<file path="config.mk">
export PLATFORM = sky130hd
export DESIGN_NAME = seven_seg_scan_ctrl
export DESIGN_NICKNAME = d
export VERILOG_FILES = /design/src/rtl/seven_seg_pkg.sv /design/src/rtl/decoder_7_seg.sv /design/src/rtl/seven_seg_scan_ctrl.sv
export SDC_FILE = /design/constraint.sdc
export NUM_CORES = 1
export LEC_CHECK = 0
export ABC_AREA = 1
export CORE_UTILIZATION = 37
export CTS_BUF_LIST = sky130_fd_sc_hd__clkbuf_8 sky130_fd_sc_hd__clkbuf_16
export CTS_CLUSTER_SIZE = 16
export DETAILED_ROUTE_END_ITERATION = 12
export DONT_BUFFER_PORTS = 1
export PLACE_DENSITY = 0.51
export SKIP_CTS_REPAIR_TIMING = 1
export SYNTH_ARGS = -nofsm -noshare
export SYNTH_HDL_FRONTEND = slang
export SYNTH_HIERARCHICAL = 1
export SYNTH_SLANG_ARGS = --single-unit
</file>
<file path="constraint.sdc">
create_clock -name clk -period 2.55 [get_ports clk]
set_input_delay 0.3825 -clock clk [delete_from_list [all_inputs] [get_ports clk]]
set_output_delay 0.3825 -clock clk [all_outputs]
set_load 0.05 [all_outputs]
</file>
<file path="src/rtl/seven_seg_pkg.sv">
// Shared constants and types for the multiplexed 7-segment scan controller.
// Segment patterns are a..g, active-low (0 = segment lit).
package seven_seg_pkg;

    localparam logic [0:6] SEG_BLANK = 7'b1111111;

    localparam logic [0:6] SEG_HEX [16] = '{
        7'b0000001, 7'b1001111, 7'b0010010, 7'b0000110,
        7'b1001100, 7'b0100100, 7'b0100000, 7'b0001111,
        7'b0000000, 7'b0000100, 7'b0001000, 7'b1100000,
        7'b0110001, 7'b1000010, 7'b0110000, 7'b0111000
    };

    typedef enum logic {
        BLANK,
        SHOW
    } scan_state_e;

endpackage

</file>
<file path="src/rtl/decoder_7_seg.sv">
// Hex nibble to active-low a..g segment pattern.
module decoder_7_seg (
    input  logic [3:0] nibble,
    output logic [0:6] seg
);
    import seven_seg_pkg::*;

    always_comb begin
        seg = SEG_HEX[nibble];
    end

endmodule

</file>
<file path="src/rtl/seven_seg_scan_ctrl.sv">
// Time-multiplexed scan controller: blank gap per digit slot, shared decoder,
// double-buffered display value committed only at frame boundaries.
module seven_seg_scan_ctrl #(
    parameter int NUM_DIGITS   = 4,
    parameter int REFRESH_DIV  = 50000,
    parameter int BLANK_CYCLES = 500
) (
    input  logic                    clk,
    input  logic                    rst,
    input  logic [4*NUM_DIGITS-1:0] value_in,
    input  logic [NUM_DIGITS-1:0]   digit_en_in,
    input  logic                    lz_suppress_in,
    input  logic                    load,
    output logic [0:6]              seg_out,
    output logic [NUM_DIGITS-1:0]   an_out,
    output logic                    frame_done
);
    import seven_seg_pkg::*;

    localparam int CNT_W = $clog2(REFRESH_DIV);
    localparam int DIG_W = (NUM_DIGITS > 1) ? $clog2(NUM_DIGITS) : 1;

    localparam logic [CNT_W-1:0] CNT_LAST   = CNT_W'(REFRESH_DIV - 1);
    localparam logic [CNT_W-1:0] BLANK_LAST = CNT_W'(BLANK_CYCLES - 1);
    localparam logic [DIG_W-1:0] DIG_LAST   = DIG_W'(NUM_DIGITS - 1);

    scan_state_e state;
    scan_state_e state_next;

    logic [CNT_W-1:0] slot_cnt;
    logic [DIG_W-1:0] digit;
    logic             slot_end;
    logic             blank_end;
    logic             boundary;

    logic [4*NUM_DIGITS-1:0] pend_value;
    logic [NUM_DIGITS-1:0]   pend_en;
    logic                    pend_lz;
    logic                    pend_valid;

    logic [4*NUM_DIGITS-1:0] act_value;
    logic [NUM_DIGITS-1:0]   act_en;
    logic                    act_lz;

    logic [NUM_DIGITS-1:0] lz_mask;
    logic [3:0]            cur_nibble;
    logic [0:6]            dec_seg;
    logic                  visible;
    logic [0:6]            seg_next;
    logic [NUM_DIGITS-1:0] an_next;

    assign slot_end  = (slot_cnt == CNT_LAST);
    assign blank_end = (slot_cnt == BLANK_LAST);
    assign boundary  = slot_end && (digit == DIG_LAST);

    // State register
    always_ff @(posedge clk) begin
        if (rst) begin
            state <= BLANK;
        end else begin
            state <= state_next;
        end
    end

    // Next-state logic: BLANK for the first BLANK_CYCLES of a slot, SHOW for the rest
    always_comb begin
        state_next = state;
        case (state)
            BLANK: if (blank_end) state_next = SHOW;
            SHOW:  if (slot_end)  state_next = BLANK;
            default: state_next = BLANK;
        endcase
    end

    always_ff @(posedge clk) begin
        if (rst) begin
            slot_cnt <= '0;
            digit    <= '0;
        end else begin
            slot_cnt <= slot_end ? '0 : slot_cnt + 1'b1;
            if (slot_end) begin
                digit <= (digit == DIG_LAST) ? '0 : digit + 1'b1;
            end
        end
    end

    // A load on the boundary cycle lands in pending after the old pending commits
    always_ff @(posedge clk) begin
        if (rst) begin
            pend_value <= '0;
            pend_en    <= '0;
            pend_lz    <= 1'b0;
            pend_valid <= 1'b0;
            act_value  <= '0;
            act_en     <= '0;
            act_lz     <= 1'b0;
        end else begin
            if (boundary && pend_valid) begin
                act_value  <= pend_value;
                act_en     <= pend_en;
                act_lz     <= pend_lz;
                pend_valid <= 1'b0;
            end
            if (load) begin
                pend_value <= value_in;
                pend_en    <= digit_en_in;
                pend_lz    <= lz_suppress_in;
                pend_valid <= 1'b1;
            end
        end
    end

    // Suppress a digit when it and every digit above it hold zero; digit 0 always shows
    always_comb begin
        int unsigned idx;
        logic        zero_run;
        lz_mask  = '0;
        zero_run = 1'b1;
        for (int unsigned k = 0; k < NUM_DIGITS; k++) begin
            idx      = NUM_DIGITS - 1 - k;
            zero_run = zero_run && (act_value[4*idx +: 4] == 4'h0);
            lz_mask[idx] = act_lz && zero_run && (idx != 0);
        end
    end

    assign cur_nibble = act_value[{digit, 2'b00} +: 4];

    decoder_7_seg u_decoder (
        .nibble (cur_nibble),
        .seg    (dec_seg)
    );

    // Output logic
    always_comb begin
        visible  = (state == SHOW) && act_en[digit] && !lz_mask[digit];
        seg_next = SEG_BLANK;
        an_next  = '1;
        if (visible) begin
            seg_next = dec_seg;
            an_next  = ~(NUM_DIGITS'(1) << digit);
        end
    end

    always_ff @(posedge clk) begin
        if (rst) begin
            seg_out    <= SEG_BLANK;
            an_out     <= '1;
            frame_done <= 1'b0;
        end else begin
            seg_out    <= seg_next;
            an_out     <= an_next;
            frame_done <= boundary;
        end
    end

endmodule

</file>
# [Word level (Yosys, flattened, before mapping)]
# Memory sizes are Yosys's and may differ from the RTL's. A register that Yosys moved wholly into a read port is not among the register bits.
# Index checks and enable logic that the tools add are counted.
[op_classes] order_cmp=1 mux=10 n_bitwise=4 multipliers=0 reduce_logical=16 shift=2 div=0 eq_ne=3 n_addsub=2
[op_table] op="adder 16 x 1 -> 16 bit (second input constant)" n=1
[op_table] op="equality test 16 bit (second input constant)" n=1
[op_table] op="equality test 16 x 9 -> 1 bit (second input constant)" n=1
[op_table] op="variable part select 16 x 5 -> 4 bit" n=1
[op_table] op="logical NOT 4 bit" n=3
[op_table] op="logical AND 1 bit" n=9
[op_table] op="two-way mux 1 bit" n=6
[op_table] op="NOT 4 -> 5 bit" n=1
[op_table] op="binary-select mux 1 bit (select 2 bit)" n=2
[op_table] op="NOT 4 bit" n=1
[op_table] op="OR reduction 2 bit" n=2
[op_table] op="left shift 1 x 2 -> 4 bit (first input constant)" n=1
[op_table] op="less-than comparator 2 x 3 -> 1 bit (second input constant)" n=1
[op_table] op="adder 2 x 1 -> 2 bit (second input constant)" n=1
[op_table] op="equality test 2 bit (second input constant)" n=1
[op_table] op="two-way mux 2 bit" n=1
[op_table] op="NOT 1 bit" n=2
[op_table] op="one-hot mux 1 bit (2 select lines)" n=1
[op_table] op="nonzero test 2 bit" n=1
[op_table] op="logical NOT 1 bit" n=1
[totals] romBits=112 ramBits=0 elab_cells=51 memories=1 latchBits=0 ff_bits=67 out_inout_bits=12
[mem_list] memory="(no name shown)" words=16 word_bits=7 read_ports=1 rd_ports_with_merged_regs=1 wr=0 line_no="decoder_7_seg.sv:9" source="seg = SEG_HEX[nibble];"

# [Logic depth before layout (Yosys ltp)]
[logic_depth] word_depth=10 depth_mapped=11

# [Modules after synthesis]
# The synthesis kept the hierarchy.
[modules_own_cells] module="seven_seg_scan_ctrl" instances=1 area_per_inst_um2=3045.4 cells_each=402 seq_area_each_um2=1481.4
[modules_own_cells] module="decoder_7_seg" instances=1 area_per_inst_um2=269.0 cells_each=49 seq_area_each_um2=0.0

# [Worst setup path before layout]
# OpenSTA, ideal clock, no wires.
[synth_timing] path_kind="reg2reg" startpoint="register digit[0]" endpoint="register seg_out[3] (netlist name)" n_path_buf=1 path_stages_with_launch=10 required_time_ps=2430 slack_ps=375 arrival_ps=2055 cell_sequence="dfxtp_1 clkbuf_1 nor2_1 o32ai_1 inv_1 ha_1 nand2_1 nand3_1 nand2_1 or2_1"
[synth_via] elab_cells_between_ends=11
[synth_rtl] element="from (decl)" line_no="seven_seg_scan_ctrl.sv:31" source="logic [DIG_W-1:0] digit;"
[synth_rtl] element="from (signal assigned)" line_no="seven_seg_scan_ctrl.sv:82" source="digit <= (digit == DIG_LAST) ? '0 : digit + 1'b1;"
[synth_rtl] element="variable part select 16 x 5 -> 4 bit" line_no="seven_seg_scan_ctrl.sv:126" source="assign cur_nibble = act_value[{digit, 2'b00} +: 4];"
[synth_rtl] element="net cur_nibble[1]" line_no="seven_seg_scan_ctrl.sv:46" source="logic [3:0] cur_nibble;"
[synth_rtl] element="NOT 4 -> 5 bit (implied by the code)" line_no="decoder_7_seg.sv:9"
[synth_rtl] element="to (decl)" line_no="seven_seg_scan_ctrl.sv:14" source="output logic [0:6] seg_out,"
# The timed path passes the listed nets, and every way through them passes these cells. The select of a mux whose other input is x is not followed.
# A chain may end at the register's enable or synchronous reset.

# [Final worst setup path]
# Same ends and word-level chain as after synthesis.

==> summary.md <==
| Metric | Value |
|---|---|
| PortBufs | `0` |
| Site Rows | `34` |
| Power Dens Cells | `633 nW/µm²` |
| CTS tree | `built` |
| Setup ws final | `363 ps` |
| DRT iter0 DRCs | `73` |
| Hold crit path type | `primary input to flip-flop` |
| Final min period | `2190 ps` |
| DP Worst Slack | `366 ps` |
| Worst EP required | `2780 ps` |
| Average size of a mapped cell | `7.35 µm²` |
| RSZ-0062 raised after global routing | `no` |
| Synthesis-to-layout area growth | `8.87%` |
| YS warnings | `6` |
| Status | `finished clean` |
| Critical path launch point type | `flip-flop` |
| Final setup vio count | `0` |
| Fin. max-slew vios | `0` |
| DRC viols | `0` |
| Non-Filler Instances | `559` |
| Crit. End Element | `flip-flop` |
| CTS Buf Count | `9` |
| Routability cong. | `0.818` |
| Setup TNS | `0 ps` |
| Slew HR | `56.0%` |
| Final wirelength | `7260 µm` |
| Syn nets | `487` |
| Post-Syn Instances | `451` |
| Area of the multi-input gates | `1600 µm²` |
| Inst Count DP | `543` |
| Fin crit share | `85.8%` |
| Fin Clk Skew | `10.8 ps` |
| Drt via density | `4.99` |
| Distinct cells, synth | `27` |
| Die H | `96.6 µm` |
| Core area | `8680 µm²` |
| Flops & latches, synth | `74` |
| Hold Slack | `112 ps` |
| Total grt overflow | `0` |
| Clock Sinks | `74` |
| Data arrival time of the critical path | `2410 ps` |
| Vias in the first global route | `2727` |
| Crit-path max FO | `14` |
| Clk slew on worst S/H paths | `80 ps` |
| Initial antenna violation count | `0` |
| Total track usage | `16.5%` |
| Num ports | `36` |
| Fillcell total | `940` |
| Full die area | `9340 µm²` |
| Average routed wire per standard cell | `13.0 µm` |
| Die X | `96.6 µm` |
| LEAKAGE | `1.38 nW` |
| Starting density of the core | `38.2%` |
| Worst vdd ir | `0.305 mV` |
| Vias | `2791` |
| Detail Route Antenna Nets | `0` |
| Final Hold Fails | `0` |
| Clk_lat worst skew | `340 ps` |
| H-tree depth | `3` |
| Pre-antenna DRT Iters | `4` |
| Nets@finish | `482` |
| Fmax | `0.457 GHz` |
| Max clock buf depth | `2` |
| Largest net degree at the start of global routing | `27` |
| First-pass GRT wire length | `12600 µm` |
| FF+latch area | `1480 µm²` |
| Seq/Total Area, Yosys | `44.7%` |
| Layout cells sized above 1 | `8.20%` |
| Max-cap violations | `0` |
| Tightest Pin Transition | `660 ps` |
| Dpl hpwl | `5160 µm` |
| Diodes inserted | `0` |
| CTS root buffer | `clkbuf_8` |
| Critical path class | `flip-flop to flip-flop` |
| Cell Area, Synth | `3310 µm²` |
logic make-up after synthesis:
group,Yosys count,synth area share (%)
simple gates,233,31.3
compound gates,75,11.6
flops,74,44.7
buf+inv,53,6.91
fa+ha+maj,12,4.53
xor+xnor,4,1.06
area by class of cell:
cell class / instances / share of cell area (%)
clock buffers: 10 / 3.81
clock inverters: 6 / 2.46
inverters: 31 / 3.22
multi-input cells: 324 / 44.5
flip-flops and latches: 74 / 41.1
well taps: 108 / 3.74
repair buffers: 6 / 1.25
power by group:
part	leakage, nW	internal (mW)	switching (mW)	total [mW]
Combinational	0.671	0.0210	0.0396	0.0605
Clock	0.109	0.579	0.446	1.03
Sequential	0.603	1.18	0.0147	1.20
Total	1.38	1.78	0.500	2.28
state kept, by name, summed over array words and instances, names as in the netlist, 2 cells and up:
register,flops
an_out,4
act_value,16
act_en,4
slot_cnt,16
seg_out,7
pend_value,16
digit,2
pend_en,4
worst paths after layout:
path | start | to | slack (ps) | depth (start not counted)
worst max-delay path | digit[0]$_SDFFE_PP0N_ | seg_out[3]$_SDFF_PP1_ | 360 | 9
worst min-delay path | rst | act_en[3]$_SDFFE_PP0P_ | 110 | 1
worst max register to register | digit[0]$_SDFFE_PP0N_ | seg_out[3]$_SDFF_PP1_ | 360 | 9
worst min register to register | slot_cnt[0]$_SDFF_PP0_ | slot_cnt[0]$_SDFF_PP0_ | 460 | 1
worst max-delay path, cell delays in order (launching register included):
cell,delay (ps)
dfxtp_1,440
inv_2,250
o21ai_0,120
o22ai_1,340
inv_1,190
ha_1,350
nand2_1,60
nand3_1,70
nand2_1,50
or2_1,210
cell usage in the layout (no fill, tap or decap):
| cell | n |
|---|---|
| a21oi_1 | 36 |
| buf_4 | 6 |
| bufinv_16 | 2 |
| clkbuf_8 | 10 |
| clkinv_2 | 1 |
| clkinvlp_4 | 2 |
| dfxtp_1 | 74 |
| ha_1 | 12 |
| inv_1 | 23 |
| inv_2 | 8 |
| inv_6 | 1 |
| nand2_1 | 78 |
| nand2_2 | 1 |
| nand3_1 | 23 |
| nand3_2 | 2 |
| nand4_1 | 23 |
| nor2_1 | 81 |
| nor2_2 | 3 |
| nor2_4 | 1 |
| nor3_1 | 8 |
| nor3b_1 | 2 |
| nor4_1 | 3 |
| o21ai_0 | 34 |
| o21ai_1 | 1 |
| o22ai_1 | 3 |
| o32ai_1 | 1 |
| or2_0 | 1 |
| or2_1 | 7 |
| xor2_1 | 4 |
through the flow:
step           util (%)  power (mW)  instance area (µm²)
3_5_place_dp       39.0        1.29                 3380
6_report           41.6        2.28                 3610
4_1_cts            41.6        2.32                 3610
5_1_grt            41.6        2.38                 3610
3_3_place_gp       39.0        1.29                 3380
2_1_floorplan         -        1.28                 3310
metal layers:
layer | vias to the layer above | track usage (%) | wire length [µm]
met3 | 5 | 3.40 | 265
met1 | 1261 | 21.6 | 3590
li1 | 1480 | - | -
met2 | 45 | 26.4 | 3340
met5 | - | 0 | 0
met4 | 0 | 6.66 | 68
cells in the mapped netlist:
cell type | count | area [µm²]
clkbuf_1 | 15 | 56.3
nor2_1 | 81 | 304
buf_2 | 3 | 15.0
nor2_2 | 3 | 18.8
o21ai_0 | 34 | 170
inv_1 | 23 | 86.3
o32ai_1 | 1 | 8.76
nand2_1 | 78 | 293
ha_1 | 12 | 150
xor2_1 | 4 | 35.0
a21oi_1 | 36 | 180
nor2_4 | 1 | 11.3
or2_1 | 7 | 43.8
nor3b_1 | 2 | 15.0
or2_0 | 1 | 6.26
buf_4 | 1 | 7.51
nand3_1 | 23 | 115
o22ai_1 | 3 | 18.8
nor3_1 | 8 | 40.0
dfxtp_1 | 74 | 1480
o21ai_1 | 1 | 5.00
inv_2 | 8 | 30.0
buf_6 | 3 | 33.8
nand4_1 | 23 | 144
nand2_2 | 1 | 6.26
nand3_2 | 2 | 20.0
nor4_1 | 3 | 18.8
No activity file was read; power rests on OpenSTA's default activity.
